===== config.mk =====
export PLATFORM = sky130hd
export DESIGN_NAME = secded_shift_reg
export DESIGN_NICKNAME = d
export VERILOG_FILES = /design/src/rtl/secded_shift_reg.sv
export SDC_FILE = /design/constraint.sdc
export NUM_CORES = 1
export LEC_CHECK = 0
export CAP_MARGIN = 15
export CORE_MARGIN = 5
export CORE_UTILIZATION = 40
export DETAILED_ROUTE_END_ITERATION = 7
export GPL_TIMING_DRIVEN = 0
export SLEW_MARGIN = 40
export SYNTH_ARGS = -nofsm -noshare
export SYNTH_HDL_FRONTEND = slang
export SYNTH_SLANG_ARGS = --single-unit

===== constraint.sdc =====
create_clock -name clk -period 6.3 [get_ports clk]
set_input_delay 1.89 -clock clk [delete_from_list [all_inputs] [get_ports clk]]
set_output_delay 1.89 -clock clk [all_outputs]
set_load 0.1 [all_outputs]

===== src/rtl/secded_shift_reg.sv =====
// secded_shift_reg
//   Multi-mode shift/load register (SISO-R, SISO-L, PISO, PIPO). Every stored
//   data bit is covered by a Hamming SEC-DED code plus an overall parity bit.
//   Single errors are corrected on every write. An idle cycle that holds a
//   single error writes the corrected word back (scrub). An uncorrectable word
//   is flagged and counted, and the next enabled write replaces it with a
//   freshly encoded word.
// Ports
//   clk, rst          clock (rising edge), asynchronous active-high reset
//   enable, mode      run the selected operation: 00 SISO-R, 01 SISO-L,
//                     10 PISO, 11 PIPO
//   load              modes 10/11: take parallel_in instead of shift/hold
//   serial_in         serial data for modes 00/01
//   parallel_in       parallel load data
//   inj_en, inj_mask  XOR inj_mask into the codeword written this edge
//   clr_err           clear ded_flag and both counters
//   serial_out        corrected bit 0 (modes 00/10) or bit WIDTH-1 (01/11)
//   parallel_out      corrected data of the stored word
//   sec_pulse         single error corrected (written back) this cycle
//   ded_err           stored word is uncorrectable
//   ded_flag          sticky uncorrectable-error indicator
//   sec_count         saturating count of corrections
//   ded_count         saturating count of uncorrectable-error episodes
module secded_shift_reg #(
  parameter int WIDTH = 32,
  parameter int CNT_W = 8,
  // Smallest P with 2**P >= WIDTH+P+1, valid for WIDTH >= 4
  localparam int P  = $clog2(WIDTH + $clog2(WIDTH) + 1),
  localparam int N  = WIDTH + P,
  localparam int CW = N + 1
) (
  input  logic             clk,
  input  logic             rst,
  input  logic             enable,
  input  logic [1:0]       mode,
  input  logic             load,
  input  logic             serial_in,
  input  logic [WIDTH-1:0] parallel_in,
  input  logic             inj_en,
  input  logic [CW-1:0]    inj_mask,
  input  logic             clr_err,
  output logic             serial_out,
  output logic [WIDTH-1:0] parallel_out,
  output logic             sec_pulse,
  output logic             ded_err,
  output logic             ded_flag,
  output logic [CNT_W-1:0] sec_count,
  output logic [CNT_W-1:0] ded_count
);

  typedef enum logic {ST_OK = 1'b0, ST_DED = 1'b1} state_t;

  // Codeword bit i holds Hamming position i+1; bit CW-1 is the overall parity.
  function automatic logic [CW-1:0] encode(input logic [WIDTH-1:0] data);
    logic [CW-1:0] cw;
    logic          par;
    int            d;
    cw = '0;
    d  = 0;
    for (int pos = 1; pos <= N; pos++) begin
      if ((pos & (pos - 1)) != 0) begin
        cw[pos-1] = data[d];
        d = d + 1;
      end
    end
    // Check positions are still zero here, so including them is harmless
    for (int k = 0; k < P; k++) begin
      par = 1'b0;
      for (int pos = 1; pos <= N; pos++) begin
        if (((pos >> k) & 1) != 0) begin
          par = par ^ cw[pos-1];
        end
      end
      cw[(1 << k) - 1] = par;
    end
    cw[CW-1] = ^cw[N-1:0];
    return cw;
  endfunction

  function automatic logic [P-1:0] syndrome(input logic [CW-1:0] cw);
    logic [P-1:0] s;
    s = '0;
    for (int pos = 1; pos <= N; pos++) begin
      if (cw[pos-1]) begin
        s = s ^ P'(pos);
      end
    end
    return s;
  endfunction

  function automatic logic [WIDTH-1:0] extract(input logic [CW-1:0] cw);
    logic [WIDTH-1:0] data;
    int               d;
    data = '0;
    d    = 0;
    for (int pos = 1; pos <= N; pos++) begin
      if ((pos & (pos - 1)) != 0) begin
        data[d] = cw[pos-1];
        d = d + 1;
      end
    end
    return data;
  endfunction

  logic [CW-1:0]    cw_q, cw_d, wr_cw_s, corr_cw_s;
  logic [P-1:0]     syn_s;
  logic             op_s, single_s, ded_s;
  logic [WIDTH-1:0] data_s, next_data_s;
  state_t           state_q, state_d;
  logic             ded_flag_q, ded_flag_d;
  logic [CNT_W-1:0] sec_count_q, sec_count_d, ded_count_q, ded_count_d;

  // Decode the stored word and correct a single error at position s.
  // An uncorrectable word passes through raw (no flip).
  always_comb begin
    syn_s    = syndrome(cw_q);
    op_s     = ^cw_q;
    single_s = 1'b0;
    ded_s    = 1'b0;
    if (op_s) begin
      if (int'(syn_s) <= N) begin
        single_s = 1'b1;
      end else begin
        ded_s = 1'b1;
      end
    end else begin
      ded_s = (syn_s != '0);
    end
    corr_cw_s = cw_q;
    for (int pos = 1; pos <= N; pos++) begin
      corr_cw_s[pos-1] = cw_q[pos-1] ^ (single_s && (int'(syn_s) == pos));
    end
    data_s = extract(corr_cw_s);
  end

  // Next data for an enabled operation, always built from corrected data
  always_comb begin
    next_data_s = data_s;
    case (mode)
      2'b00:   next_data_s = {serial_in, data_s[WIDTH-1:1]};
      2'b01:   next_data_s = {data_s[WIDTH-2:0], serial_in};
      2'b10:   next_data_s = load ? parallel_in : {1'b0, data_s[WIDTH-1:1]};
      2'b11:   next_data_s = load ? parallel_in : data_s;
      default: next_data_s = data_s;
    endcase
  end

  // Codeword write: operation, scrub of a single error, or hold; injection on top
  always_comb begin
    if (enable) begin
      wr_cw_s = encode(next_data_s);
    end else if (single_s) begin
      wr_cw_s = encode(data_s);
    end else begin
      wr_cw_s = cw_q;
    end
    if (inj_en) begin
      cw_d = wr_cw_s ^ inj_mask;
    end else begin
      cw_d = wr_cw_s;
    end
  end

  // OK/DED tracking and error counters; clr_err overrides any increment
  always_comb begin
    state_d     = state_q;
    ded_flag_d  = ded_flag_q;
    sec_count_d = sec_count_q;
    ded_count_d = ded_count_q;
    case (state_q)
      ST_OK:   state_d = ded_s ? ST_DED : ST_OK;
      ST_DED:  state_d = ded_s ? ST_DED : ST_OK;
      default: state_d = ST_OK;
    endcase
    if (clr_err) begin
      ded_flag_d  = 1'b0;
      sec_count_d = '0;
      ded_count_d = '0;
    end else begin
      if (single_s && (sec_count_q != '1)) begin
        sec_count_d = sec_count_q + CNT_W'(1);
      end else begin
        sec_count_d = sec_count_q;
      end
      if ((state_q == ST_OK) && ded_s) begin
        ded_flag_d = 1'b1;
        if (ded_count_q != '1) begin
          ded_count_d = ded_count_q + CNT_W'(1);
        end else begin
          ded_count_d = ded_count_q;
        end
      end else begin
        ded_flag_d = ded_flag_q;
      end
    end
  end

  // State registers; all-zero codeword is a valid encoding of zero
  always_ff @(posedge clk or posedge rst) begin
    if (rst) begin
      cw_q        <= '0;
      state_q     <= ST_OK;
      ded_flag_q  <= 1'b0;
      sec_count_q <= '0;
      ded_count_q <= '0;
    end else begin
      cw_q        <= cw_d;
      state_q     <= state_d;
      ded_flag_q  <= ded_flag_d;
      sec_count_q <= sec_count_d;
      ded_count_q <= ded_count_d;
    end
  end

  assign parallel_out = data_s;
  assign serial_out   = mode[0] ? data_s[WIDTH-1] : data_s[0];
  assign sec_pulse    = single_s;
  assign ded_err      = ded_s;
  assign ded_flag     = ded_flag_q;
  assign sec_count    = sec_count_q;
  assign ded_count    = ded_count_q;

endmodule


* Yosys cells after proc, flatten, opt, wreduce, memory -nomap -nowiden
Cells that the tools add are included.
** Operators by class
- Add/sub/neg operators :: 62
- Bitwise logic cells :: 249
- Equality and inequality tests :: 37
- Reductions and logical operators :: 43
- Magnitude comparators :: 63
- Mux-type cells :: 702
** Operators by type and width (number)
- $mux W32 :: 95
- $lt A32 B7 Y1 const B :: 62
- $add A32 B2 Y32 const B :: 60
- $mux W1 :: 499
- $bmux W1 S5 :: 62
- $xor A1 B1 Y1 :: 210
- $pmux W32 S4 :: 1
- $eq A6 B6 Y1 const B :: 21
- $mux W39 :: 3
- $mux W5 :: 16
- $reduce_xor A38 Y1 :: 2
- $eq A6 B5 Y1 const B :: 7
- $mux W6 :: 7
- $mux W8 :: 5
- $not A3 Y3 :: 13
- $reduce_xor A39 Y1 :: 1
- $xor A39 B39 Y39 :: 1
- $logic_and A1 B1 Y1 :: 34
- $mux W4 :: 8
- $not A2 Y2 :: 13
- $not A4 Y4 :: 5
- $eq A6 B4 Y1 const B :: 3
- $add A8 B1 Y8 const B :: 2
- $ne A8 B8 Y1 const B :: 2
- other kinds (13) :: 24
** Word-level totals
- Logic and storage cells :: 1161
- Flip-flop bits (word level) :: 57

* Depth between registers and ports, before layout
Gate-level depths: netlist of run 1.
- Depth after elaboration :: 178
- Depth in mapped cells :: 19

* Worst setup path before layout of run 1
OpenSTA, ideal clock, no wires.
- Path kind :: flip-flop to output port
- Start :: reg cw_q[21]
- End :: out serial_out
- Data arrival time :: 4796 ps
- Stages on the path, launching flop included :: 12
- Data required time :: 4410 ps
- Buffers on the path :: 1
- Slack :: -386 ps
- Cells stage by stage :: dfrtp_1 xor2_1 xnor2_2 xor3_2 xnor3_2 nand2b_1 clkbuf_1 nor3_1 xnor2_1 inv_1 nor2_1 a21oi_1
** On the way
- Longest elaborated chain between the ends :: 32
** RTL lines
- start, declared :: RTL line 105 : logic [CW-1:0] cw_q, cw_d, wr_cw_s, corr_cw_s;
- start signal, assigned :: RTL line 207 : cw_q <= cw_d;
- $mux W5 :: RTL line 84 : if (cw[pos-1]) begin
- $not A4 Y4 (no source line)
- $mux W5 :: RTL line 84
- $not A2 Y2 (no source line)
- $mux W5 :: RTL line 84
- $not A3 Y3 (no source line)
- $mux W5 :: RTL line 84
- $not A3 Y3 (no source line)
- [... 11 more ...]
- $mux W6 (7 in series) :: RTL line 84
- $le A6 B6 Y1 :: RTL line 121 : if (int'(syn_s) <= N) begin
- $mux W1 :: RTL line 121
- $mux W1 :: RTL line 120 : if (op_s) begin
- $logic_and A1 B1 Y1 (*) :: RTL line 131 : corr_cw_s[pos-1] = cw_q[pos-1] ^ (single_s && (int'(syn_s) == pos));
- $xor A1 B1 Y1 (*) :: RTL line 131
- named net parallel_out[0] :: RTL line 43 : output logic [WIDTH-1:0] parallel_out,
- $mux W1 (*) :: RTL line 216 : assign serial_out = mode[0] ? data_s[WIDTH-1] : data_s[0];
- end, declared :: RTL line 42 : output logic serial_out,
The timed path passes the listed nets; every way through them passes the cells marked *.

* Final worst setup path of run 1
- Start :: reg cw_q[16]
- End :: reg cw_q[38]
** On the way
- Longest elaborated chain between the ends :: 105
** RTL lines
- $mux W5 :: RTL line 84
- $not A2 Y2 (no source line)
- $mux W5 :: RTL line 84
- $not A3 Y3 (no source line)
- $mux W5 :: RTL line 84
- $not A2 Y2 (no source line)
- $mux W5 :: RTL line 84
- $not A3 Y3 (no source line)
- [... 90 more ...]
- $mux W1 :: RTL line 152 : end else if (single_s) begin
- $mux W1 :: RTL line 150 : if (enable) begin
- $reduce_xor A38 Y1 :: RTL line 76 : cw[CW-1] = ^cw[N-1:0];
- $mux W39 :: RTL line 152
- $mux W39 (*) :: RTL line 150
- $xor A39 B39 Y39 :: RTL line 158 : cw_d = wr_cw_s ^ inj_mask;
- $mux W39 (*) :: RTL line 157 : if (inj_en) begin
- named net cw_d[38] :: RTL line 105
The timed path passes the listed nets; every way through them passes the cells marked *. The select of a mux whose other input is x is not followed.
A chain may end at the register's enable or synchronous reset.

==> results of run 1 <==
==> state kept, by name, indices dropped and copies added, names as in the netlist <==
signal     cells
ded_count      8
sec_count      8
cw_q          39
ded_flag       1
state_q        1
==> cells by family after synthesis <==
family	count (synthesis)
AO/OA/AOI/OAI	127
buffers and inverters	66
multiplexers	35
flip-flops	57
AND/OR/NAND/NOR	217
adder cells (fa/ha/maj)	2
XOR/XNOR	258
==> per-stage QoR <==
step / setup slack [ns] / cells
6_report: 0.113 / 1130
5_1_grt: 0.0000395 / 1130
4_1_cts: 0.000232 / 1126
3_5_place_dp: -0.683 / 1111
3_3_place_gp: -1.42 / 1109
2_1_floorplan: 0.0447 / 762
==> final timing paths <==
check	startpoint	slack, ns	endpoint	cells past startpoint
worst max-delay path	cw_q[16]	0.11	cw_q[38]	18
worst min-delay path	ded_flag	0.51	ded_flag	2
worst max register to register	cw_q[16]	0.11	cw_q[38]	18
worst min register to register	ded_flag	0.51	ded_flag	2
max in group asynchronous	rst	3.92	cw_q[15]	3
min in group asynchronous	rst	1.88	cw_q[8]	2
==> cell type report <==
| class | instances | area [um2] |
|---|---|---|
| clock buffer | 10 | 239 |
| sequential | 57 | 1430 |
| buffer | 35 | 139 |
| timing repair buffer | 133 | 1080 |
| tap | 220 | 275 |
| multi-input combinational | 639 | 5040 |
| clock inverter | 6 | 42.5 |
| fill | 1621 | 8040 |
| inverter | 30 | 129 |
==> routing by layer <==
metal / wire [um] / vias up / track usage
met5: 0 / - / 0
met1: 10900 / 2968 / 0.351
met3: 2120 / 62 / 0.0401
met4: 1410 / 0 / 0.141
met2: 11500 / 332 / 0.421
li1: - / 2881 / -
==> timing repair <==
item	CTS	global route
hold buffers	0	0
buffers inserted	0	4
setup endpoints to repair	5	9
resized for setup	4	11
==> worst max-delay path, stage by stage, from the launching register on <==
cell	delay, ns
dfrtp_1	0.51
xnor3_1	0.38
xnor2_1	0.32
xnor3_1	0.40
xnor3_2	0.47
or3b_1	0.37
buf_2	0.18
nor3_4	0.16
xnor2_1	0.31
bufinv_8	0.31
mux2i_2	0.23
o32ai_4	0.16
xor2_2	0.26
xor2_2	0.30
xnor3_1	0.56
xnor2_1	0.32
xnor3_1	0.54
a21oi_2	0.18
xor2_1	0.14
==> cells in the final DEF (no fill, tap or decap), drive strengths merged, types with 4 or more instances in the layout <==
cell type	n
a22oi	6
nand2b	5
xnor2	168
nor3	41
clkbuf	45
a21oi	43
inv	29
o21ai	23
buf	58
clkdlybuf4s50	75
nand4	5
and2	5
clkinv	4
xnor3	25
a211oi	11
nand2	82
o22ai	9
dfrtp	57
or3	4
nor2	55
nor4	4
xor2	63
a221oi	6
mux2i	32
nand3	5
==> run_results.csv, run 1 <==
group,metric,value,unit
clock_tree,cts_root_buf,"clkbuf_16",
timing,min_period,6.19,ns
synth,yosys.area_share.simple,0.155,
run_status,status,"finished, final reports clean",
finish,diodes,0,
floorplan,die_y,138,um
timing,hold_viol_final,0,
flow_run,timing.max_cap.violations,0,
clock_tree,numCtsBuffers,9,
timing,setup_viol,0,
finish,nets,987,
clock_tree,htree_levels,3,
synth,synth_top_family_by_area,"XOR/XNOR gates",
timing,tightest_slew,0.864,ns
placed_design,dpl.hpwl,20900,um
critical_path,cp.required,6.55,ns
floorplan,core.rowCount,47,
synth,synth_compound_area_frac,0.126,
synth,synth_common_cells,"xnor2_1 (165), nand2_1 (82), xor2_1 (60)",
floorplan,dieArea,19200,um2
global_route,grt_pass1_vias,6356,
timing,relSlewSlack,0.420,
finish,design_area,8370,um2
floorplan,start_util,0.402,
synth,synth_top_area_frac,0.219,
clock_tree,path_clk_slew,0.06,ns
global_route,grt_max_degree,39,
timing,max_freq,162,MHz
finish,drive_gt1_frac,0.135,
placed_design,dpl_cell_area,7980,um2
synth,yosys.area_share.xor_xnor,0.407,
drt,first_pass_iters,6,
synth,synth_ff_type,"dfrtp_1",
synth,yosysSeqAreaShare,0.216,
synth,syn_area,6600,um2
drt,wl,26000,um
drt,vias_per_cell,5.52,
synth,ys_top_cells_by_area,"xnor2_1 (22%), dfrtp_1 (22%), xnor3_1 (8.2%), xor2_1 (8.0%), mux2i_1 (4.7%)",
floorplan,core-area,16400,um2
timing,grt_setup_unrepaired,"no",
global_route,grt_pass1_wl,38600,um
critical_path,cp.arrival,6.44,ns
drt,antenna_left,0,
drt,vias,6243,
synth,yosysMostFrequentCell,"xnor2_1",
critical_path,crit_fanout,8,
timing,final_min_period_over_clock_period,0.982,
worst_hold_path,hold_path.class,"reg -> reg",
finish,area_growth,26.8,%
floorplan,dieWidth,138,um
synth,synth-seq-cells,57,
placed_design,gp_congestion,1.07,
drt,drt-initial-drc-count,513,
global_route,grt-ovfl-total,0,
synth,ys_warn_count,0,
synth,postSynthCellCount,762,
floorplan,ios,132,
drt,wire_per_inst,23.0,um
global_route,antenna_found_initial,0,
timing,hold-worst-slack,0.507,ns
finish,fin_util,0.510,
synth,synth_edf_count,0,
clock_tree,clk_path_buf_depth,2,
synth,synth.distinct_cells,66,
drt,drc,0,
timing,setup_tns,0,ns
timing,drv_slew,0,
timing,finalClockSkew,0.00953,ns
synth,synth_area_per_cell,8.65,um2
critical_path,crit_path_end_kind,"register",
synth,synth_nets,844,
synth,synth_fa_ha_area_frac,0.00379,
clock_tree,cts_sinks,57,
synth,yosysTopAreaCell,"xnor2_1",
critical_path,crit_path_start_kind,"register",
synth,synthMuxAreaShare,0.0543,
global_route,grt_usage,0.266,
clock_tree,cts_tree,"yes",
synth,async_reset_ff_frac,1.00,
critical_path,crit_type,"reg -> reg",
placed_design,portBuffers,127,
clock_tree,clock_latency,0.33,ns
Power of run 1 is left out: the tool's default activity adds up to more than one toggle a clock period on the data nets, which glitch-free logic cannot reach.
==> run 2, diff against run 1 <==
--- a/config.mk
+++ b/config.mk
@@ -7,7 +7,7 @@
 export LEC_CHECK = 0
 export CAP_MARGIN = 15
 export CORE_MARGIN = 5
-export CORE_UTILIZATION = 40
+export CORE_UTILIZATION = 30
 export DETAILED_ROUTE_END_ITERATION = 7
 export GPL_TIMING_DRIVEN = 0
 export SLEW_MARGIN = 40
==> run_results.csv, run 2 (synthesis results as in run 1) <==
group,metric,value,unit
finish,largest_register,"cw_q",
floorplan,dieWidth,158,um
finish,design_area,8420,um2
finish,drive_gt1_frac,0.136,
floorplan,die_y,158,um
critical_path,crit_family,"XOR/XNOR gates",
timing,max_freq,162,MHz
clock_tree,cts_root_buf,"clkbuf_16",
clock_tree,clk_path_buf_depth,2,
critical_path,crit_buf_inv,3,
clock_tree,cts_sinks,57,
finish,largest_register_ffs,39,
worst_hold_path,hold_path_end,"ded_flag",
critical_path,slowest_delay,0.54,ns
timing,finalClockSkew,0.00827,ns
global_route,grt-ovfl-total,0,
finish,final_common_cell,"xnor2_1",
global_route,grt_pass1_wl,38600,um
placed_design,gp_congestion,0.983,
placed_design,dpl_cell_area,8050,um2
worst_hold_path,hp-start,"ded_flag",
finish,nets,984,
finish,mostFrequentLayoutCells,"xnor2_1 (156), nand2_1 (82), clkdlybuf4s50_1 (75)",
finish,final_cells,1187,
clock_tree,cts_tree,"yes",
drt,wl,26100,um
critical_path,reg2reg_to,"cw_q[38]",
timing,drv_slew,0,
floorplan,dieArea,25000,um2
worst_hold_path,holdPathStages,2,
drt,wire_per_inst,22.0,um
placed_design,dp.cells,1172,
clock_tree,path_clk_slew,0.06,ns
worst_hold_path,hold_path.class,"reg -> reg",
critical_path,crit_fanout,10,
finish,area_growth,27.7,%
timing,hold-worst-slack,0.514,ns
placed_design,dpl.hpwl,21300,um
global_route,grt_usage,0.208,
finish,diodes,0,
drt,drc,0,
critical_path,r2r_start,"cw_q[14]",
critical_path,crit_path_start_kind,"register",
drt,vias_per_cell,5.25,
critical_path,r2r_cells,17,
drt,drt-initial-drc-count,566,
timing,relSlewSlack,0.405,
drt,first_pass_iters,5,
drt,vias,6236,
timing,min_period,6.16,ns
clock_tree,cts_setup_buffers,0,
floorplan,start_util,0.303,
timing,final_min_period_over_clock_period,0.977,
flow_run,timing.max_cap.violations,0,
timing,hold_viol_final,0,
floorplan,core-area,21800,um2
clock_tree,htree_levels,3,
critical_path,cp.required,4.41,ns
critical_path,cp.arrival,4.27,ns
clock_tree,clock_latency,0.34,ns
critical_path,cp_slowest_cell,"dfrtp_1",
critical_path,crit_path_end_kind,"output port",
floorplan,core.rowCount,54,
drt,antenna_left,0,
placed_design,portBuffers,127,
run_status,status,"finished, final reports clean",
clock_tree,numCtsBuffers,9,
critical_path,crit_chain,"xnor3_1, xnor2_1, xnor3_1, xnor3_2, or2_1, buf_2, buf_2, nor3_2, xor2_2, clkbuf_4",
timing,setup_viol,0,
global_route,grt_pass1_vias,6285,
timing,tightest_slew,0.887,ns
critical_path,crit_type,"reg -> out",
floorplan,ios,132,
global_route,grt_max_degree,40,
global_route,antenna_found_initial,0,
timing,grt_setup_unrepaired,"yes",
critical_path,reg2reg_slack,0.22,ns
run 2: worst reg2reg max path: cells and delay by family, from the launching register on:
kind / cells / cell delay, ns
buf+inv: 1 / 0.26
compound gates: 2 / 0.56
flops: 1 / 0.45
xor+xnor: 11 / 3.85
simple gates: 3 / 0.89
run 2: stage by stage:
stage / setup WS, ns / TNS (ns) / util
global placement: -1.33 / -6.25 / 0.379
CTS: 0.0148 / 0 / 0.383
floorplan: 0.0447 / 0 / -
global route: -0.000551 / -0.000551 / 0.387
finish: 0.143 / 0 / 0.387
detailed placement: -0.629 / -1.93 / 0.370
run 2: metal layers:
layer / global-route usage / part of all wire
met1: 0.284 / 0.42
met2: 0.331 / 0.45
met3: 0.0359 / 0.086
met4: 0.0755 / 0.036
met5: 0 / 0
run 2: layout make-up:
cell class,instances,area (um2)
Clock buffer,10,239
Timing Repair Buffer,130,1050
Buffer,35,140
Sequential cell,57,1430
Multi-Input combinational cell,639,5040
Inverter,30,129
Tap cell,280,350
Fill cell,2300,13300
Clock inverter,6,42.5
run 2: worst max-delay path by stage:
| stage | endpoint | start | slack, ns | depth (start not counted) |
|---|---|---|---|---|
| 6_report | parallel_out[21] | cw_q[16] | 0.14 | 10 |
| 5_1_grt | parallel_out[22] | cw_q[24] | -0.0006 | 9 |
| 4_1_cts | cw_q[38] | cw_q[16] | 0.01 | 18 |
| 3_5_place_dp | serial_out | mode[0] | -0.63 | 8 |
| 3_3_place_gp | serial_out | mode[0] | -1.33 | 8 |
| 2_1_floorplan | cw_q[38] | cw_q[21] | 0.04 | 17 |
run 2: timing repair:
item / 4_1_cts / 5_1_grt
hold buffers: 0 / 0
gates resized for setup: 4 / 13
setup endpoints to repair: 4 / 10
cloned: 0 / 0
Power of run 2 is left out for the same reason.
==> run 3, diff against run 2 <==
--- a/config.mk
+++ b/config.mk
@@ -6,8 +6,10 @@
 export NUM_CORES = 1
 export LEC_CHECK = 0
 export CAP_MARGIN = 15
+export CORE_ASPECT_RATIO = 0.9
 export CORE_MARGIN = 5
 export CORE_UTILIZATION = 30
+export CTS_BUF_LIST = sky130_fd_sc_hd__clkbuf_2 sky130_fd_sc_hd__clkbuf_4 sky130_fd_sc_hd__clkbuf_8
 export DETAILED_ROUTE_END_ITERATION = 7
 export GPL_TIMING_DRIVEN = 0
 export SLEW_MARGIN = 40
==> run_results.csv, run 3 (synthesis results as in run 1) <==
group,metric,value,unit
run_status,status,"finished, final reports clean",
floorplan,dieArea,25100,um2
clock_tree,clock_latency,0.37,ns
finish,multiInputGateArea,5050,um2
clock_tree,cts_setup_buffers,0,
timing,layout_setup_ws,0.107,ns
flow_run,timing.max_cap.violations,0,
clock_tree,cts_root_buf,"clkbuf_8",
timing,relSlewSlack,0.394,
critical_path,r2r_start,"cw_q[16]",
finish,area_growth,26.6,%
worst_hold_path,hp-start,"ded_flag",
drt,wire_per_inst,22.2,um
finish,diodes,0,
finish,regArea,1430,um2
floorplan,start_util,0.305,
critical_path,cp.arrival,6.48,ns
timing,setup_viol,0,
critical_path,slowest_delay,0.59,ns
drt,antenna_left,0,
clock_tree,numCtsBuffers,9,
critical_path,crit_type,"reg -> reg",
finish,fin_util,0.386,
critical_path,crit_start,"cw_q[16]",
finish,final_common_cell,"xnor2_1",
worst_hold_path,hold_path_end,"ded_flag",
global_route,grt_max_degree,33,
placed_design,dpl.hpwl,21300,um
global_route,grt-ovfl-total,0,
global_route,grt_pass1_vias,6164,
floorplan,die_y,151,um
critical_path,cp_slowest_cell,"xnor3_1",
finish,largest_register_ffs,39,
global_route,grt_pass1_wl,38900,um
worst_hold_path,hold_path.class,"reg -> reg",
clock_tree,path_clk_slew,0.07,ns
timing,min_period,6.19,ns
finish,mostFrequentLayoutCells,"xnor2_1 (154), nand2_1 (82), clkdlybuf4s50_1 (75)",
timing,max_freq,161,MHz
clock_tree,cts_tree,"yes",
drt,first_pass_iters,5,
critical_path,reg2reg_to,"cw_q[38]",
critical_path,crit_path_end_kind,"register",
clock_tree,htree_levels,3,
floorplan,ios,132,
timing,finalClockSkew,0.0140,ns
worst_hold_path,holdPathStages,2,
finish,largest_register,"cw_q",
finish,fillers,2218,
timing,drv_slew,0,
critical_path,crit_family,"XOR/XNOR gates",
drt,drc,0,
critical_path,crit_buf_inv,1,
timing,hold_viol_final,0,
finish,drive_gt1_frac,0.136,
critical_path,cpMostUsedCell,"xnor3_1",
timing,tightest_slew,0.910,ns
finish,nets,984,
timing,final_min_period_over_clock_period,0.983,
critical_path,crit_path_start_kind,"register",
clock_tree,clk_path_buf_depth,2,
clock_tree,cts_sinks,57,
critical_path,reg2reg_slack,0.11,ns
clock_tree,hold_buffers,0,
drt,vias,6277,
placed_design,gp_congestion,0.991,
floorplan,core.rowCount,51,
drt,wl,26600,um
global_route,antenna_found_initial,0,
placed_design,place_ws,-0.671,ns
placed_design,portBuffers,127,
critical_path,r2r_cells,17,
drt,drt-initial-drc-count,716,
critical_path,cp.required,6.59,ns
drt,vias_per_cell,5.24,
global_route,grt_usage,0.207,
timing,grt_setup_unrepaired,"yes",
critical_path,crit_fanout,8,
floorplan,core-area,21600,um2
floorplan,dieWidth,166,um
critical_path,crit_chain,"xnor3_1, xnor2_1, xnor3_1, xnor3_2, or2_1, buf_2, nor3_2, xor2_2, a221oi_1, o22ai_1, xor2_2, xor2_1, xnor3_1, xnor2_1, xnor3_1, a21oi_2, xor2_1",
run 3: cell types whose count changed in the layout (fill, tap and decap cells not counted), moves of 4 or more:
cell	previous run	this run
buf_2	53	49
clkbuf_16	9	0
clkbuf_4	3	8
clkbuf_8	1	9
run 3: final cells by class:
| class | instances | area share |
|---|---|---|
| Multi-Input combinational cell | 639 | 0.605 |
| Sequential cell | 57 | 0.171 |
| Timing Repair Buffer | 130 | 0.127 |
| Tap cell | 291 | 0.0436 |
| Clock buffer | 12 | 0.0175 |
| Buffer | 35 | 0.0168 |
| Inverter | 30 | 0.0139 |
| Clock inverter | 3 | 0.00510 |
run 3: worst reg2reg max path, cell delays in order (launching register included):
cell and delay [ns]:
dfrtp_1 0.52, xnor3_1 0.40, xnor2_1 0.27, xnor3_1 0.37
xnor3_2 0.47, or2_1 0.25, buf_2 0.19, nor3_2 0.21
xor2_2 0.56, a221oi_1 0.17, o22ai_1 0.39, xor2_2 0.24
xor2_1 0.39, xnor3_1 0.60, xnor2_1 0.30, xnor3_1 0.50
a21oi_2 0.17, xor2_1 0.14
run 3: repair_timing:
item / 4_1_cts / 5_1_grt
endpoints found under the setup margin: 1 / 11
hold endpoints to repair: 0 / 0
pin swaps: 0 / 1
gates resized for setup: 4 / 12
run 3: worst max path at each step:
stage                       to  depth (start not counted)  slack [ns]
2_1_floorplan         cw_q[38]                         17        0.04
3_3_place_gp        serial_out                          8       -1.39
3_5_place_dp        serial_out                          8       -0.67
4_1_cts        parallel_out[5]                          9        0.04
5_1_grt               cw_q[38]                         17       -0.09
6_report              cw_q[38]                         17        0.11
run 3: metrics by stage:
| stage | instance area, um2 | setup TNS, ns | std cells | hold WS [ns] |
|---|---|---|---|---|
| global route | 8350 | -0.0852 | 1197 | 0.547 |
| detailed placement | 8070 | -1.56 | 1181 | 0.503 |
| global placement | 8260 | -5.53 | 1180 | 0.502 |
| finish | 8350 | 0 | 1197 | 0.515 |
| floorplan | 6630 | 0 | 762 | 0.502 |
| CTS | 8260 | 0 | 1195 | 0.512 |
run 3: routing by layer:
metal	global-route usage	wire length (um)	vias to the layer above
met2	0.322	11500	395
met1	0.289	11800	2974
met5	0	0	-
li1	-	-	2862
met3	0.0415	2430	46
met4	0.0708	855	0
Power of run 3 is left out for the same reason.
